**src/rtl/chunked_adder_if.sv**
```systemverilog
// chunked_adder_if: operand/result handshake bundle
// master drives operands and takes results, slave is the adder
interface chunked_adder_if #(
  parameter int WIDTH = 5
);
  logic             in_valid;
  logic             in_ready;
  logic [WIDTH-1:0] x;
  logic [WIDTH-1:0] y;
  logic             sub;
  logic             out_valid;
  logic             out_ready;
  logic [WIDTH-1:0] s;
  logic             c_out;
  logic             ovf;

  modport master (
    output in_valid, x, y, sub, out_ready,
    input  in_ready, out_valid, s, c_out, ovf
  );

  modport slave (
    input  in_valid, x, y, sub, out_ready,
    output in_ready, out_valid, s, c_out, ovf
  );
endinterface

```
**src/rtl/chunked_adder.sv**
```systemverilog
// chunked_adder: multi-cycle add/sub, CHUNK bits per clock
// carry is held in a register between chunks
module chunked_adder #(
  parameter int WIDTH = 5,
  parameter int CHUNK = 1
) (
  input logic            clk,
  input logic            rst,
  chunked_adder_if.slave io
);
  localparam int NCHUNK = (WIDTH + CHUNK - 1) / CHUNK;
  localparam int PW     = NCHUNK * CHUNK;
  localparam int LAST   = WIDTH - (NCHUNK - 1) * CHUNK;
  localparam int IW     = (NCHUNK > 1) ? $clog2(NCHUNK) : 1;

  typedef enum logic [1:0] {
    IDLE,
    RUN,
    DONE
  } state_t;

  state_t           state;
  logic [PW-1:0]    a;
  logic [PW-1:0]    b;
  logic             carry;
  logic [IW-1:0]    idx;
  logic             in_ready_q;
  logic             out_valid_q;
  logic [WIDTH-1:0] s_q;
  logic             c_q;
  logic             ovf_q;

  logic [WIDTH-1:0] yb;
  logic [CHUNK-1:0] ca;
  logic [CHUNK-1:0] cb;
  logic [CHUNK:0]   sum;
  logic             last;
  logic             c_msb;
  logic             c_in_msb;
  logic [PW-1:0]    merged;

  assign yb = io.sub ? ~io.y : io.y;
  assign ca = a[CHUNK-1:0];
  assign cb = b[CHUNK-1:0];
  assign sum = {1'b0, ca} + {1'b0, cb}
             + {{CHUNK{1'b0}}, carry};
  assign last = (idx == IW'(NCHUNK - 1));

  // padding above WIDTH is zero, so bit LAST of the
  // last chunk sum is the carry out of bit WIDTH-1
  assign c_msb = sum[LAST];
  assign c_in_msb = sum[LAST-1] ^ ca[LAST-1]
                  ^ cb[LAST-1];

  generate
    if (NCHUNK > 1) begin : g_work
      logic [PW-CHUNK-1:0] work;
      assign merged = {sum[CHUNK-1:0], work};
      // partial sums enter at the top and shift down
      always_ff @(posedge clk or posedge rst) begin
        if (rst) begin
          work <= '0;
        end else if (state == RUN) begin
          work <= merged[PW-1:CHUNK];
        end
      end
    end else begin : g_flat
      assign merged = sum[CHUNK-1:0];
    end
  endgenerate

  // sequencing, operand shifting and registered outputs
  always_ff @(posedge clk or posedge rst) begin
    if (rst) begin
      state       <= IDLE;
      a           <= '0;
      b           <= '0;
      carry       <= 1'b0;
      idx         <= '0;
      in_ready_q  <= 1'b1;
      out_valid_q <= 1'b0;
      s_q         <= '0;
      c_q         <= 1'b0;
      ovf_q       <= 1'b0;
    end else begin
      unique case (state)
        IDLE: begin
          if (io.in_valid) begin
            a          <= PW'(io.x);
            b          <= PW'(yb);
            carry      <= io.sub;
            idx        <= '0;
            in_ready_q <= 1'b0;
            state      <= RUN;
          end
        end
        RUN: begin
          a     <= a >> CHUNK;
          b     <= b >> CHUNK;
          carry <= sum[CHUNK];
          idx   <= idx + IW'(1);
          if (last) begin
            s_q         <= merged[WIDTH-1:0];
            c_q         <= c_msb;
            ovf_q       <= c_in_msb ^ c_msb;
            out_valid_q <= 1'b1;
            state       <= DONE;
          end
        end
        DONE: begin
          if (io.out_ready) begin
            out_valid_q <= 1'b0;
            in_ready_q  <= 1'b1;
            state       <= IDLE;
          end
        end
        default: begin
          state <= IDLE;
        end
      endcase
    end
  end

  assign io.in_ready  = in_ready_q;
  assign io.out_valid = out_valid_q;
  assign io.s         = s_q;
  assign io.c_out     = c_q;
  assign io.ovf       = ovf_q;
endmodule

```
**src/flat_wrapper.sv**
```systemverilog
// flat-port wrapper written by rule: the top's interface ports become plain ports
module chunked_adder_flat 
#(
  parameter int WIDTH = 5,
  parameter int CHUNK = 1
)
  (clk, rst, io_in_valid, io_x, io_y, io_sub, io_out_ready, io_in_ready, io_out_valid, io_s, io_c_out, io_ovf);
  chunked_adder_if #(.WIDTH(WIDTH)) io_i ();
  input logic clk;
  input logic rst;
  input wire logic [$bits(io_i.in_valid)-1:0] io_in_valid;
  input wire logic [$bits(io_i.x)-1:0] io_x;
  input wire logic [$bits(io_i.y)-1:0] io_y;
  input wire logic [$bits(io_i.sub)-1:0] io_sub;
  input wire logic [$bits(io_i.out_ready)-1:0] io_out_ready;
  output wire logic [$bits(io_i.in_ready)-1:0] io_in_ready;
  output wire logic [$bits(io_i.out_valid)-1:0] io_out_valid;
  output wire logic [$bits(io_i.s)-1:0] io_s;
  output wire logic [$bits(io_i.c_out)-1:0] io_c_out;
  output wire logic [$bits(io_i.ovf)-1:0] io_ovf;
  assign io_i.in_valid = io_in_valid;
  assign io_i.x = io_x;
  assign io_i.y = io_y;
  assign io_i.sub = io_sub;
  assign io_i.out_ready = io_out_ready;
  assign io_in_ready = io_i.in_ready;
  assign io_out_valid = io_i.out_valid;
  assign io_s = io_i.s;
  assign io_c_out = io_i.c_out;
  assign io_ovf = io_i.ovf;
  chunked_adder #(.WIDTH(WIDTH), .CHUNK(CHUNK)) u_core (.clk(clk), .rst(rst), .io(io_i));
endmodule
```
**config.mk**
```make
export PLATFORM = sky130hd
export DESIGN_NAME = chunked_adder_flat
export DESIGN_NICKNAME = d
export VERILOG_FILES = /design/src/rtl/chunked_adder_if.sv /design/src/rtl/chunked_adder.sv /design/src/flat_wrapper.sv
export SDC_FILE = /design/constraint.sdc
export NUM_CORES = 1
export LEC_CHECK = 0
export ABC_AREA = 1
export CAP_MARGIN = 20
export CORE_MARGIN = 2
export CORE_UTILIZATION = 45
export CTS_CLUSTER_SIZE = 24
export DETAILED_ROUTE_END_ITERATION = 8
export GPL_TIMING_DRIVEN = 0
export PLACE_DENSITY = 0.83
export SETUP_SLACK_MARGIN = 0.05
export SLEW_MARGIN = 20
export SYNTH_ARGS = -nofsm -noshare
export SYNTH_HDL_FRONTEND = slang
export SYNTH_SLANG_ARGS = --single-unit
```
**constraint.sdc**
```tcl
create_clock -name clk -period 1.4 [get_ports clk]
set_clock_uncertainty 0.15 [all_clocks]
set_input_delay 0.21 -clock clk [delete_from_list [all_inputs] [get_ports clk]]
set_output_delay 0.21 -clock clk [all_outputs]
set_load 0.02 [all_outputs]
```
# ---- After elaboration in Yosys (flattened, before gate mapping)
# Cells that the tools add are included.
dict set report totals {
  output_inout_bits 9
  ff_bits 29
  wordCells 52
  inputBits 15
}
dict set report classes {
  reduce_logical 9
  add_sub_neg 3
  eq_ne 6
  muxes 19
  bitwise_logic 4
}
# op count
set op_table {}
lappend op_table {{$pmux 5 s2} 2}
lappend op_table {{$mux 5} 3}
lappend op_table {{$reduce_and 3->1} 3}
lappend op_table {{$mux 2} 3}
lappend op_table {{$pmux 1 s2} 3}
lappend op_table {{$pmux 2 s3} 1}
lappend op_table {{$pmux 3 s2} 1}
lappend op_table {{$reduce_bool 2->1} 3}
lappend op_table {{$mux 1} 5}
lappend op_table {{$not 5->5} 1}
lappend op_table {{$ne 2x2->1 const B} 2}
lappend op_table {{$reduce_and 2->1} 2}
lappend op_table {{$add 3x1->3 const B} 1}
lappend op_table {{$eq 3x3->1 const B} 1}
lappend op_table {{$mux 3} 1}
lappend op_table {{$xor 1x1->1} 3}
lappend op_table {{$add 1x1->2} 1}
lappend op_table {{$add 2x1->2} 1}
lappend op_table {{$eq 2x1->1 const B} 1}
lappend op_table {{$eq 2x2->1 const B} 1}
lappend op_table {{$logic_not 2->1} 1}
lappend op_table {{$ne 2x1->1 const B} 1}

# ---- Logic depth before layout (Yosys ltp)
# Gate-level depths: netlist (run 1).
dict set report depth {
  word_depth 5
  depth_mapped 8
  ltp_nobuf 8
}

# ---- Worst setup path before layout (run 1)
# OpenSTA, ideal clock, no wires.
dict set report synth_path {
  kind {register to register}
  start {register u_core.carry}
  end {register u_core.ovf_q (netlist: u_core.io.ovf)}
  setup_ps 116
  required_ps 1134
  setup_slack_ps 25
  synth_period_minus_slack_ps 1375
  arrival_time_ps 1109
  path_buffers 0
  stages_incl_launch_ff 5
  cell_sequence {dfrtp_1 fa_1 xor2_1 nand2_1 nand2_1}
}
dict set report synth_via {
  word_cells_on_any_way 4
  classes_between {1 x add/sub; 3 x bitwise}
}
# item line
set synth_rtl {}
lappend synth_rtl {{start, declared} chunked_adder.sv:25} ;# logic carry;
lappend synth_rtl {{start signal, assigned} chunked_adder.sv:91} ;# carry <= io.sub;
lappend synth_rtl {{start signal, assigned} chunked_adder.sv:100} ;# carry <= sum[CHUNK];
lappend synth_rtl {{$add 2x1->2} chunked_adder.sv:46} ;# + {{CHUNK{1'b0}}, carry};
lappend synth_rtl {{named net u_core.sum[1]} chunked_adder.sv:36} ;# logic [CHUNK:0] sum;
lappend synth_rtl {{$xor 1x1->1} chunked_adder.sv:105} ;# ovf_q <= c_in_msb ^ c_msb;
lappend synth_rtl {{end signal, assigned} chunked_adder.sv:105}
lappend synth_rtl {{end, declared} chunked_adder.sv:31} ;# logic ovf_q;
# The timed path passes the listed nets, and every way through them passes these cells.
# A chain may end at the register's enable or synchronous reset.

# ---- Worst setup path after layout (run 1)
dict set report layout_path {
  start {register u_core.in_ready_q (netlist: u_core.io.in_ready)}
  end {output io_in_ready}
}
# item line
set layout_rtl {}
lappend layout_rtl {{start, declared} chunked_adder.sv:27} ;# logic in_ready_q;
lappend layout_rtl {{start signal, assigned} chunked_adder.sv:80} ;# in_ready_q <= 1'b1;
lappend layout_rtl {{start signal, assigned} chunked_adder.sv:93} ;# in_ready_q <= 1'b0;
lappend layout_rtl {{start signal, assigned} chunked_adder.sv:113} ;# in_ready_q <= 1'b1;
lappend layout_rtl {{end, declared} flat_wrapper.sv:16} ;# output wire logic [$bits(io_i.in_ready)-1:0] io_in_ready;
# No word-level cell between the ends.

==> results of run 1 <==
==> cells by family (layout without fill, tap and decap cells) <==
family	Yosys count	count (layout)	synth area share, %
and+or+nand+nor	102	102	29.9
DFF	29	29	52.0
buffers and inverters	23	60	7.79
AOI/OAI and AO/OA	12	12	5.82
adders and majority gates	3	3	3.22
xor gates and xnor gates	2	2	1.25
==> power by group through the flow <==
| stage | sequential (uW) | clock (uW) | combinational, uW |
|---|---|---|---|
| after floorplan | 1540 | 0 | 1030 |
| after detailed placement | 1440 | 0 | 1640 |
| final | 1440 | 861 | 1880 |
| after global placement | 1430 | 0 | 1590 |
| after CTS | 1420 | 879 | 1670 |
| after global routing | 1480 | 913 | 2090 |
==> state kept, by name (all words and copies together), names as in the netlist <==
name	count
u_core.a	5
u_core.b	5
u_core.carry	1
u_core.g_work.work	4
u_core.idx	3
u_core.io.c_out	1
u_core.io.in_ready	1
u_core.io.out_valid	1
u_core.io.ovf	1
u_core.io.s	5
u_core.state	2
==> final cells by class <==
cell class                 count  share of cell area, %
timing repair buffer          29                   13.6
clock inverter                 3                   3.51
clock buffer                   5                   2.03
inverter                      18                   4.05
sequential                    29                   39.3
buffer                         5                   2.43
tap                           33                   2.23
multi-input combinational    119                   32.8
==> worst max-delay path by stage <==
stage	from	to	slack, ps
finish	u_core.io.in_ready	io_in_ready	40
global route	u_core.idx[0]	u_core.io.s[4]	5
CTS	u_core.io.in_ready	io_in_ready	10
detailed placement	rst	u_core.a[3]	-280
global placement	rst	u_core.a[3]	-250
floorplan	u_core.carry	u_core.g_work.work[3]	30
==> repair_timing <==
item / in CTS / in global routing
gates resized for setup: 41 / 21
setup endpoints to repair: 25 / 29
cloned: 0 / 1
setup buffers: 3 / 3
pin swaps: 3 / 10
==> cell usage in the layout, fill, tap and decap left out, drive strengths merged <==
cell type	Yosys	final
nand2	87	87
dfrtp	28	28
inv	18	18
buf	4	18
clkdlybuf4s50	0	13
nand3	12	12
o21ai	11	11
clkbuf	1	8
xor2	2	2
ha	2	2
bufinv	0	2
nor2	2	2
o31ai	1	1
or2	1	1
fa	1	1
clkinv	0	1
dfstp	1	1
==> per-stage QoR <==
stage	utilization (%)	setup TNS, ps	hold WS (ps)
after floorplan	-	0	137
after global placement	55.3	-8330	307
after detailed placement	55.3	-9300	310
after CTS	58.8	0	164
after global routing	61.7	0	143
final	61.7	0	98.5
==> per-layer routing <==
metal  global-route usage, %  vias to the layer above
met4                    6.67                        0
met3                    6.71                        8
met5                       0                        -
met2                    26.9                       31
met1                    23.5                      527
li1                        -                      595
==> flow_summary_export.csv, run 1 <==
group,metric,value,unit
power_and_ir_drop,swShare,39.0,%
synth,ys_seq_elements,29,
timing,hold_viol,0,
drt,num_vias,1161,
drt,highest_layer,"met4",
power_and_ir_drop,seqPwrFrac,34.4,%
critical_path,rr_startpoint,"u_core.carry",
cts,cts_buffers,5,
critical_path,cpPeakStageDelay,550,ps
floorplanning,rows,20,
synth,ys_types,22,
floorplanning,die_h,59.7,um
place,dp_hpwl,1790,um
power_and_ir_drop,p_comb_share,44.9,%
synth,synth_top_area_share,50.1,%
final_layout,fin_cells,241,
synth,syn_inst,171,
synth,synthTopCellsByArea,"dfrtp_1 (50%), nand2_1 (23%), nand3_1 (4.3%), inv_1 (4.3%), o21ai_2 (3.1%)",
cts,cts_tree,"built",
place,gp_congestion,0.793,
floorplanning,die-area,3570,um2
synth,synth_top_area_cell,"dfrtp_1",
global_routing,track_usage,17.9,%
synth,yosysMostFrequentCell,"nand2_1",
critical_path,cp_top_family,"flip-flops",
timing,fmax,733,MHz
synth,syn-num-nets,189,
power_and_ir_drop,power.density,2250,nW/um2
floorplanning,ios,24,
drt,antenna_left,0,
timing,fin_ws,36.3,ps
place,portBuffers,22,
synth,async_reset_ff_share,100,%
place,dp_slack,-280,ps
cts,hold_buffers,0,
final_layout,drive_above_1_share,26.0,%
drt,drtIter0Drc,24,
floorplanning,die_w,59.7,um
critical_path,cp_max_fo,2,
power_and_ir_drop,p_total,4170,uW
timing,rsz0062_at_grt,"true",
cts,clock-sinks,29,
cts,clk_latency,330,ps
floorplanning,core_area,3000,um2
job,cap_viol_max_count,0,
global_routing,overflow,0,
final_layout,final-seq-area,728,um2
synth,syn_area_per_cell,8.17,um2
drt,wl_per_cell,11.6,um
drt,drc_errors,0,
final_layout,multi_input_area,608,um2
final_layout,nFillCells,268,
critical_path,cp_cell_sequence,"buf_6",
synth,ys_seq_area_share,52.0,%
global_routing,grt_pass1_wl,4610,um
synth,yosys_warnings,0,
drt,wl_met1,1210,um
critical_path,crit_buf_inv,1,
cts,htreeDepth,2,
critical_path,crit_type,"reg2out",
global_routing,grt_max_degree,30,
critical_path,reg2reg_depth,3,
floorplanning,initial_core_util,46.5,%
timing,fin_crit,1360,ps
drt,drt_wl_total,2790,um
critical_path,reg2reg_to,"u_core.g_work.work[3]",
synth,synth_enable_flop_cells,0,
final_layout,fin_area,1850,um2
drt,dr_wl_met3,150,um
critical_path,crit_path_start_kind,"flip-flop",
critical_path,cp.required,1040,ps
critical_path,cp.arrival,1000,ps
synth,ys.flop_type,"dfrtp_1",
global_routing,grt_pass1_vias,1019,
critical_path,cp_slowest_cell,"dfstp_2",
power_and_ir_drop,ir_worst_vdd,1110,uV
timing,slew-limit-headroom,60.7,%
power_and_ir_drop,intPower,2540,uW
global_routing,grt_antenna_before_repair,0,
drt,vias_per_cell,4.82,
hold_path,min_path_type,"in2async",
timing,worstMarginPinSlew,588,ps
timing,setup_violations,0,
critical_path,regToRegSetupSlack,50,ps
place,place_inst,226,
cts,root_buffer,"clkbuf_4",
timing,drv_slew,0,
critical_path,endpoint_kind,"output pin",
critical_path,crit_cells,1,
synth,synth_area,1400,um2
final_layout,diodes,0,
final_layout,layout.nets,225,
outcome,status,"complete, no violations",
place,place_area,1660,um2
power_and_ir_drop,leakage,0.00100,uW
power_and_ir_drop,power.switching,1630,uW
timing,period_share,97.4,%
cts,cts_buffer_depth,2,
drt,wl_met2,1360,um
synth,yosys-top-cells-count,"nand2_1 (85), dfrtp_1 (28), inv_1 (16)",
cts,clk_pin_slew,100,ps
final_layout,syn_to_final_growth,32.5,%
power_and_ir_drop,p_clk_share,20.6,%
drt,drtPass1Iterations,4,
(Power assumes the default switching activity.)
==> run 2, diff against run 1 <==
==> constraint.sdc (replaced) <==
create_clock -name clk -period 1.1 [get_ports clk]
set_clock_uncertainty 0.15 [all_clocks]
set_input_delay 0.165 -clock clk [delete_from_list [all_inputs] [get_ports clk]]
set_output_delay 0.165 -clock clk [all_outputs]
set_load 0.02 [all_outputs]
==> flow_summary_export.csv, run 2 (synthesis gave the netlist of run 1 again) <==
group,metric,value,unit
cts,htreeDepth,2,
cts,clk_latency,340,ps
critical_path,cp_cell_sequence,"fa_2 > xor2_1 > nand2_1 > nand2_1",
drt,antenna_left,0,
final_layout,drive_above_1_share,51.1,%
place,place_area,1720,um2
critical_path,critPathLaunch,"u_core.a[0]",
power_and_ir_drop,leakage,0.00117,uW
cts,clk_pin_slew,100,ps
critical_path,cp.arrival,1460,ps
timing,slew-limit-headroom,59.1,%
final_layout,layout.nets,244,
final_layout,nFillCells,191,
timing,drv_slew,0,
timing,fin_tns_setup,-5630,ps
job,cap_viol_max_count,0,
floorplanning,die_w,59.7,um
critical_path,cp_slowest_cell,"fa_2",
drt,drt_wl_total,3630,um
power_and_ir_drop,power.density,2850,nW/um2
critical_path,reg2reg_depth,4,
global_routing,grt_pass1_vias,1187,
floorplanning,ios,24,
critical_path,cp.required,1190,ps
timing,worstMarginPinSlew,613,ps
timing,fmax,727,MHz
drt,num_vias,1298,
critical_path,cp_max_fo,3,
timing,setup_violations,37,
floorplanning,core_area,3000,um2
global_routing,overflow,0,
timing,hold_viol,0,
critical_path,crit_buf_inv,0,
cts,clock-sinks,29,
place,dp_hpwl,1740,um
floorplanning,rows,20,
critical_path,endpoint_kind,"flip-flop",
outcome,violations,"negative setup slack",
final_layout,diodes,0,
critical_path,cpPeakStageDelay,440,ps
place,portBuffers,22,
timing,period_share,125,%
place,gp_congestion,0.749,
floorplanning,initial_core_util,46.5,%
floorplanning,die-area,3570,um2
cts,root_buffer,"clkbuf_4",
critical_path,regToRegSetupSlack,-280,ps
drt,vias_per_cell,4.99,
global_routing,grt_antenna_before_repair,0,
outcome,status,"complete, but fails checks",
timing,rsz0062_at_grt,"true",
cts,cts_buffer_depth,2,
global_routing,grt_pass1_wl,5230,um
drt,wl_per_cell,14.0,um
timing,fin_crit,1380,ps
hold_path,min_path_type,"in2async",
final_layout,final_common_cell,"nand2_1",
power_and_ir_drop,ir_worst_vdd,1260,uV
critical_path,rr_startpoint,"u_core.a[0]",
critical_path,cp_top_family,"adder cells",
drt,drtIter0Drc,49,
drt,drtPass1Iterations,6,
cts,cts_buffers,5,
final_layout,syn_to_final_growth,62.7,%
critical_path,crit_top_cell,"nand2_1",
critical_path,crit_path_start_kind,"flip-flop",
drt,drc_errors,0,
cts,cts_tree,"built",
floorplanning,die_h,59.7,um
critical_path,crit_type,"reg2reg",
final_layout,fin_area,2270,um2
timing,fin_ws,-276,ps
global_routing,track_usage,20.6,%
final_layout,final_cell_mix,"nand2_1 (54), dfrtp_1 (27), nand2_2 (25)",
global_routing,grt_max_degree,30,
critical_path,reg2reg_to,"u_core.io.ovf",
==> run 2: cell types whose count changed in the layout (fill, tap and decap cells not counted), moves of 3 or more <==
cell     previous run  this run
buf_6               2        21
buf_2               8         0
nand3_1            11         1
o21ai_2             4         9
nand2_2             5        25
nand2_4             2         7
nand3_2             1        10
buf_4               7        14
o21ai_1             4         1
nand2_1            80        54
==> run 2: worst max path at each step <==
stage	slack [ps]	cells after the start	end
floorplan	-200	3	u_core.g_work.work[3]
global placement	-520	2	u_core.a[3]
detailed placement	-530	2	u_core.a[4]
CTS	-260	3	u_core.g_work.work[3]
global route	-330	8	u_core.io.ovf
finish	-280	4	u_core.io.ovf
==> run 2: repair_timing <==
action | in CTS | in global routing
gates resized for setup | 95 | 41
gates cloned | 3 | 0
pin swaps | 11 | 24
endpoints found under the setup margin | 67 | 38
setup buffers | 17 | 8
hold buffers | 0 | 0
==> run 2: power breakdown <==
part	leakage [uW]	total, uW	switching, uW	internal (uW)
clock	0.0000320	624	382	243
combinational	0.000774	3910	2010	1900
sequential	0.000364	1940	398	1540
total	0.00117	6470	2790	3680
==> run 2: area by class of cell <==
type	instances	area, um2	area share, %
multi-input combinational	119	813	35.8
sequential	29	728	32.0
timing repair buffer	48	497	21.8
inverter	18	86.3	3.80
buffer	5	56.3	2.48
clock buffer	6	41.3	1.82
tap	33	41.3	1.82
clock inverter	2	10.0	0.440
==> run 2: metrics by stage <==
step	util [%]	hold slack, ps	power (uW)	setup WS [ps]	cells
floorplan	-	92.4	3500	-201	171
global placement	57.3	306	4090	-524	226
detailed placement	57.3	312	4150	-529	226
CTS	69.4	108	5700	-265	254
global route	75.7	139	6870	-329	260
finish	75.7	95.4	6470	-276	260
==> run 2: layer usage <==
layer | global-route usage [%] | share of wire [%] | vias up | wire [um]
met2 | 33.4 | 52 | 55 | 1870
li1 | - | - | 629 | -
met5 | 0 | 0 | - | 0
met4 | 10.8 | 4.5 | 0 | 163
met1 | 23.3 | 38 | 599 | 1370
met3 | 8.23 | 6.3 | 15 | 229
